### config.mk
export PLATFORM = sky130hd
export DESIGN_NAME = fetch_sequencer
export DESIGN_NICKNAME = d
export VERILOG_FILES = /design/src/rtl/fetch_sequencer.sv
export SDC_FILE = /design/constraint.sdc
export NUM_CORES = 1
export LEC_CHECK = 0
export CAP_MARGIN = 30
export CORE_MARGIN = 2
export CORE_UTILIZATION = 49
export CTS_CLUSTER_SIZE = 10
export DETAILED_ROUTE_END_ITERATION = 12
export HOLD_SLACK_MARGIN = 0.02
export PLACE_DENSITY = 0.84
export SETUP_SLACK_MARGIN = 0.05
export SLEW_MARGIN = 20
export SYNTH_ARGS = -nofsm -noshare
export SYNTH_HDL_FRONTEND = slang
export SYNTH_SLANG_ARGS = --single-unit
### constraint.sdc
create_clock -name clk -period 3.4 [get_ports clk]
set_clock_uncertainty 0.2 [all_clocks]
set_input_delay 0.34 -clock clk [delete_from_list [all_inputs] [get_ports clk]]
set_output_delay 0.34 -clock clk [all_outputs]
set_load 0.005 [all_outputs]
### src/rtl/fetch_sequencer.sv
// -----------------------------------------------------------------------------
// fetch_sequencer
//
// Owns the program counter and sequences instruction fetch over a
// variable-latency req/ack instruction-memory port. One fetched instruction at
// a time is held in the IF/ID slot together with its PC and PC+4. Handles
// decode stall, jump/branch redirect (including killing an in-flight fetch)
// and raises a sticky error when a request waits too long for its ack.
//
// Ports
//   clk              in   1   clock, rising edge
//   i_reset          in   1   synchronous active-high reset
//   i_stall          in   1   decode cannot take the slot this cycle
//   i_redirect_valid in   1   one-cycle pulse: jump/branch taken
//   i_redirect_pc    in   32  redirect target (low two bits ignored)
//   o_imem_req       out  1   fetch request, held until i_imem_ack
//   o_imem_addr      out  32  fetch address, stable while o_imem_req=1
//   i_imem_ack       in   1   one-cycle pulse: i_imem_rdata valid
//   i_imem_rdata     in   32  instruction word
//   o_if_valid       out  1   slot holds a valid instruction
//   o_if_pc          out  32  PC of the slot instruction
//   o_if_pc4         out  32  o_if_pc + 4
//   o_if_instr       out  32  slot instruction word
//   o_fetch_err      out  1   sticky: a request waited MAX_WAIT cycles
// -----------------------------------------------------------------------------
module fetch_sequencer #(
  parameter logic [31:0] RESET_PC = 32'd64,
  parameter int unsigned MAX_WAIT = 16,
  parameter int unsigned CNT_W    = 8
) (
  input  logic        clk,
  input  logic        i_reset,
  input  logic        i_stall,
  input  logic        i_redirect_valid,
  input  logic [31:0] i_redirect_pc,
  output logic        o_imem_req,
  output logic [31:0] o_imem_addr,
  input  logic        i_imem_ack,
  input  logic [31:0] i_imem_rdata,
  output logic        o_if_valid,
  output logic [31:0] o_if_pc,
  output logic [31:0] o_if_pc4,
  output logic [31:0] o_if_instr,
  output logic        o_fetch_err
);

  typedef enum logic [1:0] {
    ST_IDLE,   // no request outstanding
    ST_FETCH,  // request outstanding, response will be used
    ST_DRAIN   // request outstanding, response will be discarded
  } state_t;

  state_t           r_state,    w_state_next;
  logic [31:0]      r_pc,       w_pc_next;
  logic [31:0]      r_req_addr, w_req_addr_next;
  logic             r_if_valid, w_if_valid_next;
  logic [31:0]      r_if_pc,    w_if_pc_next;
  logic [31:0]      r_if_pc4,   w_if_pc4_next;
  logic [31:0]      r_if_instr, w_if_instr_next;
  logic             r_fetch_err, w_fetch_err_next;
  logic [CNT_W-1:0] r_wait_cnt, w_wait_cnt_next;

  logic [31:0] w_target;
  logic        w_consume;
  logic        w_restart;

  // Redirect targets are forced to word alignment.
  assign w_target  = i_redirect_pc & 32'hFFFF_FFFC;
  assign w_consume = r_if_valid && !i_stall;

  assign o_imem_req  = (r_state != ST_IDLE);
  assign o_imem_addr = r_req_addr;
  assign o_if_valid  = r_if_valid;
  assign o_if_pc     = r_if_pc;
  assign o_if_pc4    = r_if_pc4;
  assign o_if_instr  = r_if_instr;
  assign o_fetch_err = r_fetch_err;

  always_comb begin
    // NOTE: every signal gets a default before the case so no path leaves it
    // unassigned; otherwise synthesis infers a latch to hold the old value.
    w_state_next     = r_state;
    w_pc_next        = r_pc;
    w_req_addr_next  = r_req_addr;
    w_if_valid_next  = r_if_valid && !w_consume;
    w_if_pc_next     = r_if_pc;
    w_if_pc4_next    = r_if_pc4;
    w_if_instr_next  = r_if_instr;
    w_fetch_err_next = r_fetch_err;
    w_wait_cnt_next  = r_wait_cnt;
    w_restart        = 1'b0;

    unique case (r_state)
      ST_IDLE: begin
        // A redirect here only moves pc; the fetch goes out next cycle.
        if (i_redirect_valid) begin
          w_pc_next = w_target;
        end else if (!r_if_valid || w_consume) begin
          w_req_addr_next = r_pc;
          w_state_next    = ST_FETCH;
          w_restart       = 1'b1;
        end
      end
      ST_FETCH: begin
        if (i_redirect_valid) begin
          w_pc_next = w_target;
          if (i_imem_ack) begin
            // Old data dropped; the target request starts immediately.
            w_req_addr_next = w_target;
            w_restart       = 1'b1;
          end else begin
            w_state_next = ST_DRAIN;
            w_restart    = 1'b1;
          end
        end else if (i_imem_ack) begin
          w_if_valid_next = 1'b1;
          w_if_instr_next = i_imem_rdata;
          w_if_pc_next    = r_req_addr;
          w_if_pc4_next   = r_req_addr + 32'd4;
          w_pc_next       = r_req_addr + 32'd4;
          w_state_next    = ST_IDLE;
        end
      end
      ST_DRAIN: begin
        if (i_redirect_valid) begin
          w_pc_next = w_target;
        end
        if (i_imem_ack) begin
          // A redirect landing with the ack wins over the older pc.
          w_req_addr_next = i_redirect_valid ? w_target : r_pc;
          w_state_next    = ST_FETCH;
          w_restart       = 1'b1;
        end
      end
      default: begin
        w_state_next = ST_IDLE;
      end
    endcase

    // Redirect overrides stall and consumption: the slot is always flushed.
    if (i_redirect_valid) begin
      w_if_valid_next = 1'b0;
    end

    if (w_restart) begin
      w_wait_cnt_next = '0;
    end else if (o_imem_req && !i_imem_ack && (r_wait_cnt != {CNT_W{1'b1}})) begin
      w_wait_cnt_next = r_wait_cnt + 1'b1;
    end

    if (w_wait_cnt_next >= CNT_W'(MAX_WAIT)) begin
      w_fetch_err_next = 1'b1;
    end
  end

  always_ff @(posedge clk) begin
    // NOTE: state registers use non-blocking assignments so every register
    // samples pre-edge values, independent of statement order.
    if (i_reset) begin
      r_state     <= ST_IDLE;
      r_pc        <= RESET_PC;
      r_req_addr  <= RESET_PC;
      r_if_valid  <= 1'b0;
      r_if_pc     <= RESET_PC;
      r_if_pc4    <= RESET_PC + 32'd4;
      r_if_instr  <= '0;
      r_fetch_err <= 1'b0;
      r_wait_cnt  <= '0;
    end else begin
      r_state     <= w_state_next;
      r_pc        <= w_pc_next;
      r_req_addr  <= w_req_addr_next;
      r_if_valid  <= w_if_valid_next;
      r_if_pc     <= w_if_pc_next;
      r_if_pc4    <= w_if_pc4_next;
      r_if_instr  <= w_if_instr_next;
      r_fetch_err <= w_fetch_err_next;
      r_wait_cnt  <= w_wait_cnt_next;
    end
  end

endmodule

==> summary.txt, run 1 <==
worst path arrival time -> 2820 ps
flops & latches, synth -> 170
Psw -> 0.001620 W
ys async rst share -> 0%
CP peak stage delay -> 710 ps
Layout Cells excl Fill -> 1273
clk_lat worst skew -> 430 ps
Syn Area/Cell -> 8.208 µm²
Clock transition at path regs -> 60 ps
CP delay by family, top -> simple AND/OR/NAND/NOR gates
Layout Utilization -> 67.47%
Synth Instances -> 919
total wire length -> 22510 µm
peak supply drop -> 0.0003682 V
die area -> 16400 µm²
first-pass GRT wire length -> 35440 µm
CTS H-tree lvls -> 4
Vias/cell -> 5.838
Max-cap violations -> 0
syn nets -> 995
PwrDens -> 547.6 nW/µm²
initial core utilization -> 49.81%
kind of critical path -> reg2reg
Slew HR -> 48.85%
Port Buf Inserts -> 197
largest net degree at the start of global routing -> 60
commonest non-fill, non-tap cell in the layout -> clkdlybuf4s50_1
outcome -> finished clean
CP max-delay cell -> nor4_1
Distinct cells, synth -> 65
GRT overflow -> 0
cells along the critical path -> ha_1 > and3_1 > nand4_4 > nor4_1 > mux2i_1 > o21ai_0
Internal Power -> 0.003975 W
Switching Share -> 28.95%
Starting DRT DRC Count -> 934
I/O pins -> 200
Die H -> 128.1 µm
required time worst endpoint -> 3510 ps
Met1 Wirelength -> 9308 µm
type of origin of the critical path -> register
Num CTS Buffers -> 17
final hold violation count -> 0
Post-Place Cells -> 1241
P&R area growth vs syn -> 35.46%
die width -> 128.1 µm
most frequent cells in the layout -> clkdlybuf4s50_1 (196), dfxtp_1 (170), nand2_1 (164)
Worst setup EP type -> register
Max clock buf depth -> 2
Synth Cell Area -> 7543 µm²
cts hold-fix bufs -> 0
Root Buffer -> clkbuf_16
CTS tree -> yes
met3 WL -> 1820 µm
Vias -> 7432
nets -> 1148
CTS resizes -> 0
diode count -> 0
Final GP Congestion -> 0.8633
vias in the first global route -> 6884
TritonRoute pass-1 iters -> 6
Final Cell Area -> 10220 µm²
Logic pwr share -> 20.5%
Final setup viols -> 0
Bufs and invs on worst path -> 0
HPWL after DPL -> 15410 µm
Fmax -> 369.4 MHz
worst-margin pin slew -> 760.3 ps
Post-synth EDFFs -> 0
drt wl/cell -> 17.68 µm
Fin Setup TNS -> 0 ps
Lkg Pwr -> 3.514 nW
setup bufs post-CTS -> 0
Tot GR Track Use -> 27.19%
sequential share of power -> 42.5%
fin crit share -> 79.62%
Area after DPL -> 9589 µm²
DR DRC count -> 0
Sink Count -> 170
row count -> 45
min Tclk post-route -> 2707 ps
Top FF cell, synth -> dfxtp_1
CP Max Fanout -> 7
post-synthesis sequential area ratio -> 45.12%
Max Slew Vio Count -> 0
Final Total Pwr -> 0.005596 W
share of cells above drive strength 1 -> 6.820%
initial antenna violation count -> 0
Synth warnings -> 0
worst hold path type -> in2reg
Top Metal Used -> met4
metal2 WL -> 10770 µm
core area -> 15150 µm²
RSZ-0062 raised after global routing -> false
clock power share -> 37.0%
antenna viol nets, final -> 0
metrics by stage:
| stage | worst slack [ps] | hold WS (ps) |
|---|---|---|
| 6_report | 693.0 | 136.0 |
| 5_1_grt | 552.8 | 149.9 |
| 4_1_cts | 745.1 | 124.8 |
| 3_5_place_dp | 564.0 | 245.5 |
| 3_3_place_gp | 588.1 | 240.9 |
| 2_1_floorplan | 1079 | 247.2 |
routing by layer:
| layer | up-vias | track usage [%] |
|---|---|---|
| met4 | 0 | 10.54 |
| met2 | 366 | 44.04 |
| met1 | 3437 | 35.70 |
| met5 | - | 0 |
| met3 | 48 | 5.760 |
| li1 | 3581 | - |
cell type report:
class	count	area (µm²)
multi-input cells	654	3756
well taps	188	235.2
repair buffers	215	2142
clock inverters	11	168.9
fillers	1224	4927
flip-flops and latches	170	3403
clock buffers	21	460.4
inverters	14	52.55
path summary, 6_finish.rpt:
path	to	slack [ps]	cells past startpoint	start
max reg2reg	r_pc[28]$_SDFFE_PP0P_	690	6	o_imem_addr[3]$_SDFFE_PP0P_
min	o_if_pc[24]$_SDFFE_PP0P_	140	2	i_reset
max	r_pc[28]$_SDFFE_PP0P_	690	6	o_imem_addr[3]$_SDFFE_PP0P_
min reg2reg	o_if_pc[3]$_SDFFE_PP0P_	250	2	o_if_pc[3]$_SDFFE_PP0P_
logic make-up after synthesis:
family          count (synthesis)  share of synthesized area, %
fa+ha+maj                       7                         1.161
xor+xnor                       26                         3.019
simple gates                  352                         21.56
flops                         170                         45.12
compound gates                261                         22.67
buf+inv                        95                         5.391
mux                             8                         1.078
cell usage after synthesis (6+ instances only):
cell type  number  area (µm²)
dfxtp_1       170        3403
nand2_1       165       619.3
a21oi_1        90       450.4
nor2_1         79       296.5
clkbuf_1       54       202.7
a211oi_1       48       360.4
a22oi_1        34       255.2
o21ai_0        32       160.2
nor3_1         20       100.1
nand3_1        18       90.09
buf_2          17       85.08
xor2_1         15       131.4
inv_1          14       52.55
nand4_1        14       87.58
xnor2_1        11       96.34
and3_1         10       62.56
ha_1            7       87.58
mux2i_1         7       70.07
nor4_1          7       43.79
o22ai_1         7       43.79
a221oi_1        6       52.55
o211ai_1        6       45.04
registers in the layout, indices dropped and copies added, names as in the netlist:
register / count
o_if_instr: 32
o_if_pc4: 30
r_pc: 32
r_wait_cnt: 8
o_fetch_err: 1
o_if_valid: 1
o_imem_addr: 32
r_state: 2
o_if_pc: 32
power by group through the flow:
stage / combinational, W / clock, W / sequential [W]
5_1_grt: 0.00125 / 0.00218 / 0.00240
3_3_place_gp: 0.00110 / 0 / 0.00241
6_report: 0.00115 / 0.00207 / 0.00238
4_1_cts: 0.00114 / 0.00209 / 0.00237
3_5_place_dp: 0.00113 / 0 / 0.00241
2_1_floorplan: 0.000658 / 0 / 0.00234
(Power assumes the default switching activity.)
==> run 2, diff against run 1 <==
- clock period: 3.4 -> 2.6 ns (I/O delays scaled with it)
==> summary.txt, run 2 (synthesis gave the netlist of run 1 again) <==
outcome -> finished clean
worst flop-to-flop path startpoint -> r_state[1]$_SDFFE_PP0P_
Final WS setup -> 186.4 ps (-506.6 ps)
commonest non-fill, non-tap cell in the layout -> clkdlybuf4s50_1
Sink Count -> 170 (unchanged)
clk_lat worst skew -> 430 ps (about the same)
Die H -> 128.1 µm (unchanged)
Vias/cell -> 5.839 (about the same)
Clock transition at path regs -> 60 ps (about the same)
RSZ-0062 raised after global routing -> false
type of origin of the critical path -> register
required time worst endpoint -> 2700 ps (-810 ps)
largest net degree at the start of global routing -> 91 (+52%)
Vias -> 7643 (+2.8%)
fin crit share -> 92.83% (+13 points)
initial core utilization -> 49.81% (unchanged)
kind of critical path -> reg2reg
final hold violation count -> 0 (unchanged)
multi-input logic area -> 3764 µm² (+0.20%)
worst-margin pin slew -> 579.1 ps (-181.2 ps)
Max-cap violations -> 0 (unchanged)
initial antenna violation count -> 0 (unchanged)
CTS H-tree lvls -> 4 (unchanged)
first-pass GRT wire length -> 36290 µm (+2.4%)
Fillers -> 1221 (-0.25%)
share of cells above drive strength 1 -> 9.813% (+3.0 points)
nets -> 1184 (+3.1%)
Logic pwr share -> 24.5% (+4.0 points)
vias in the first global route -> 7084 (+2.9%)
hold slack -> 175.5 ps (+39.54 ps)
drt wl/cell -> 17.57 µm (-0.60%)
core area -> 15150 µm² (unchanged)
Reg area -> 3403 µm² (unchanged)
Starting DRT DRC Count -> 780 (-16%)
Tot GR Track Use -> 28.00% (+0.81 points)
r2r endpoint -> r_pc[30]$_SDFFE_PP0P_
Root Buffer -> clkbuf_16
die width -> 128.1 µm (unchanged)
Port Buf Inserts -> 197 (unchanged)
crit path from -> r_state[1]$_SDFFE_PP0P_
Layout Cells excl Fill -> 1309 (+2.8%)
DR DRC count -> 0 (unchanged)
PwrDens -> 688.1 nW/µm² (+26%)
Internal Power -> 0.005126 W (+29%)
peak supply drop -> 0.0004615 V (+25%)
worst path arrival time -> 2510 ps (-310 ps)
I/O pins -> 200 (unchanged)
post-place setup slack -> 116.5 ps (-447.4 ps)
Fmax -> 414.3 MHz (+12%)
TritonRoute pass-1 iters -> 6 (unchanged)
Worst setup EP type -> register
P&R area growth vs syn -> 39.56%
GRT overflow -> 0 (unchanged)
HPWL after DPL -> 15950 µm (+3.5%)
sequential share of power -> 41.6% (-0.9 points)
Post-Place Cells -> 1276 (+2.8%)
Slew HR -> 61.29% (+12 points)
most frequent cells in the layout -> clkdlybuf4s50_1 (196), dfxtp_1 (170), nand2_1 (164)
Final setup viols -> 0 (unchanged)
clock power share -> 33.9% (-3.1 points)
worst hold path type -> in2reg
diode count -> 0 (unchanged)
Num CTS Buffers -> 17 (unchanged)
r2r worst-path depth -> 8 (+2)
Worst setup endpoint -> r_pc[30]$_SDFFE_PP0P_
die area -> 16400 µm² (unchanged)
Max clock buf depth -> 2 (unchanged)
Psw -> 0.002119 W (+31%)
Max Slew Vio Count -> 0 (unchanged)
min Tclk post-route -> 2414 ps (-293.4 ps)
Lkg Pwr -> 3.691 nW (+5.1%)
CP Max Fanout -> 14 (+7)
antenna viol nets, final -> 0 (unchanged)
Switching Share -> 29.25% (+0.29 points)
total wire length -> 23000 µm (+2.2%)
CTS tree -> yes
row count -> 45 (unchanged)
Fin Setup TNS -> 0 ps (unchanged)
FF-to-FF setup slack -> 190 ps (-510 ps)
Final GP Congestion -> 0.8489 (-1.7%)
[run 2: changes by cell type in the layout (fill, tap and decap cells not counted), sizes merged]
cell,before,now
clkinv,6,4
dlygate4sd3,0,1
buf,19,54
bufinv,4,1
clkbuf,21,26
[run 2: per-stage QoR]
step	power (W)	instance area, µm²	utilization (%)
floorplan	0.003919	7543	-
global placement	0.004752	9940	65.63
detailed placement	0.004799	9940	65.63
CTS	0.007243	10520	69.46
global route	0.007556	10530	69.51
finish	0.007244	10530	69.51
[run 2: timing repair]
item | in CTS | in global routing
setup endpoints to repair | 0 | 16
setup buffers | 0 | 0
endpoints found under the hold margin | 3 | 0
gates resized for setup | 0 | 3
hold buffers | 1 | 0
[run 2: critical path, cell delays in order (launching register included)]
cell and delay [ps]:
dfxtp_1 360, inv_1 100, ha_2 280, or3b_1 400, and2_1 260, buf_12 180
o21ai_0 240, or4_1 170, o211ai_1 90
[run 2: worst min path at each step]
| stage | slack, ps | from | end | cells after the start |
|---|---|---|---|---|
| 6_report | 180 | i_imem_rdata[3] | o_if_instr[3]$_SDFFE_PP0P_ | 3 |
| 5_1_grt | 170 | i_imem_rdata[1] | o_if_instr[1]$_SDFFE_PP0P_ | 3 |
| 4_1_cts | 160 | i_imem_rdata[3] | o_if_instr[3]$_SDFFE_PP0P_ | 3 |
| 3_5_place_dp | 250 | o_if_pc[30]$_SDFFE_PP0P_ | o_if_pc[30]$_SDFFE_PP0P_ | 2 |
| 3_3_place_gp | 240 | o_if_pc[8]$_SDFFE_PP0P_ | o_if_pc[8]$_SDFFE_PP0P_ | 2 |
| 2_1_floorplan | 200 | i_imem_rdata[0] | o_if_instr[0]$_SDFFE_PP0P_ | 2 |
[run 2: power groups by stage]
stage / logic, W / clock network (W) / registers, W
floorplan: 0.000860 / 0 / 0.00306
global placement: 0.00170 / 0 / 0.00305
detailed placement: 0.00174 / 0 / 0.00306
CTS: 0.00175 / 0.00248 / 0.00301
global route: 0.00192 / 0.00259 / 0.00304
finish: 0.00178 / 0.00245 / 0.00301
[run 2: layer usage]
layer  wire length (µm)  vias to the layer above  global-route usage (%)
met5                  0                        -                       0
met1               9547                     3549                   35.58
li1                   -                     3663                       -
met4                840                        0                   12.93
met2              10770                      366                   45.01
met3               1843                       65                   6.886
[run 2: area by class of cell]
| type | count | area share [%] |
|---|---|---|
| inverter | 14 | 0.4992 |
| multi-input combinational | 654 | 35.75 |
| clock inverter | 6 | 0.5824 |
| timing repair buffer | 251 | 23.77 |
| tap | 188 | 2.234 |
| clock buffer | 26 | 4.837 |
| sequential | 170 | 32.33 |
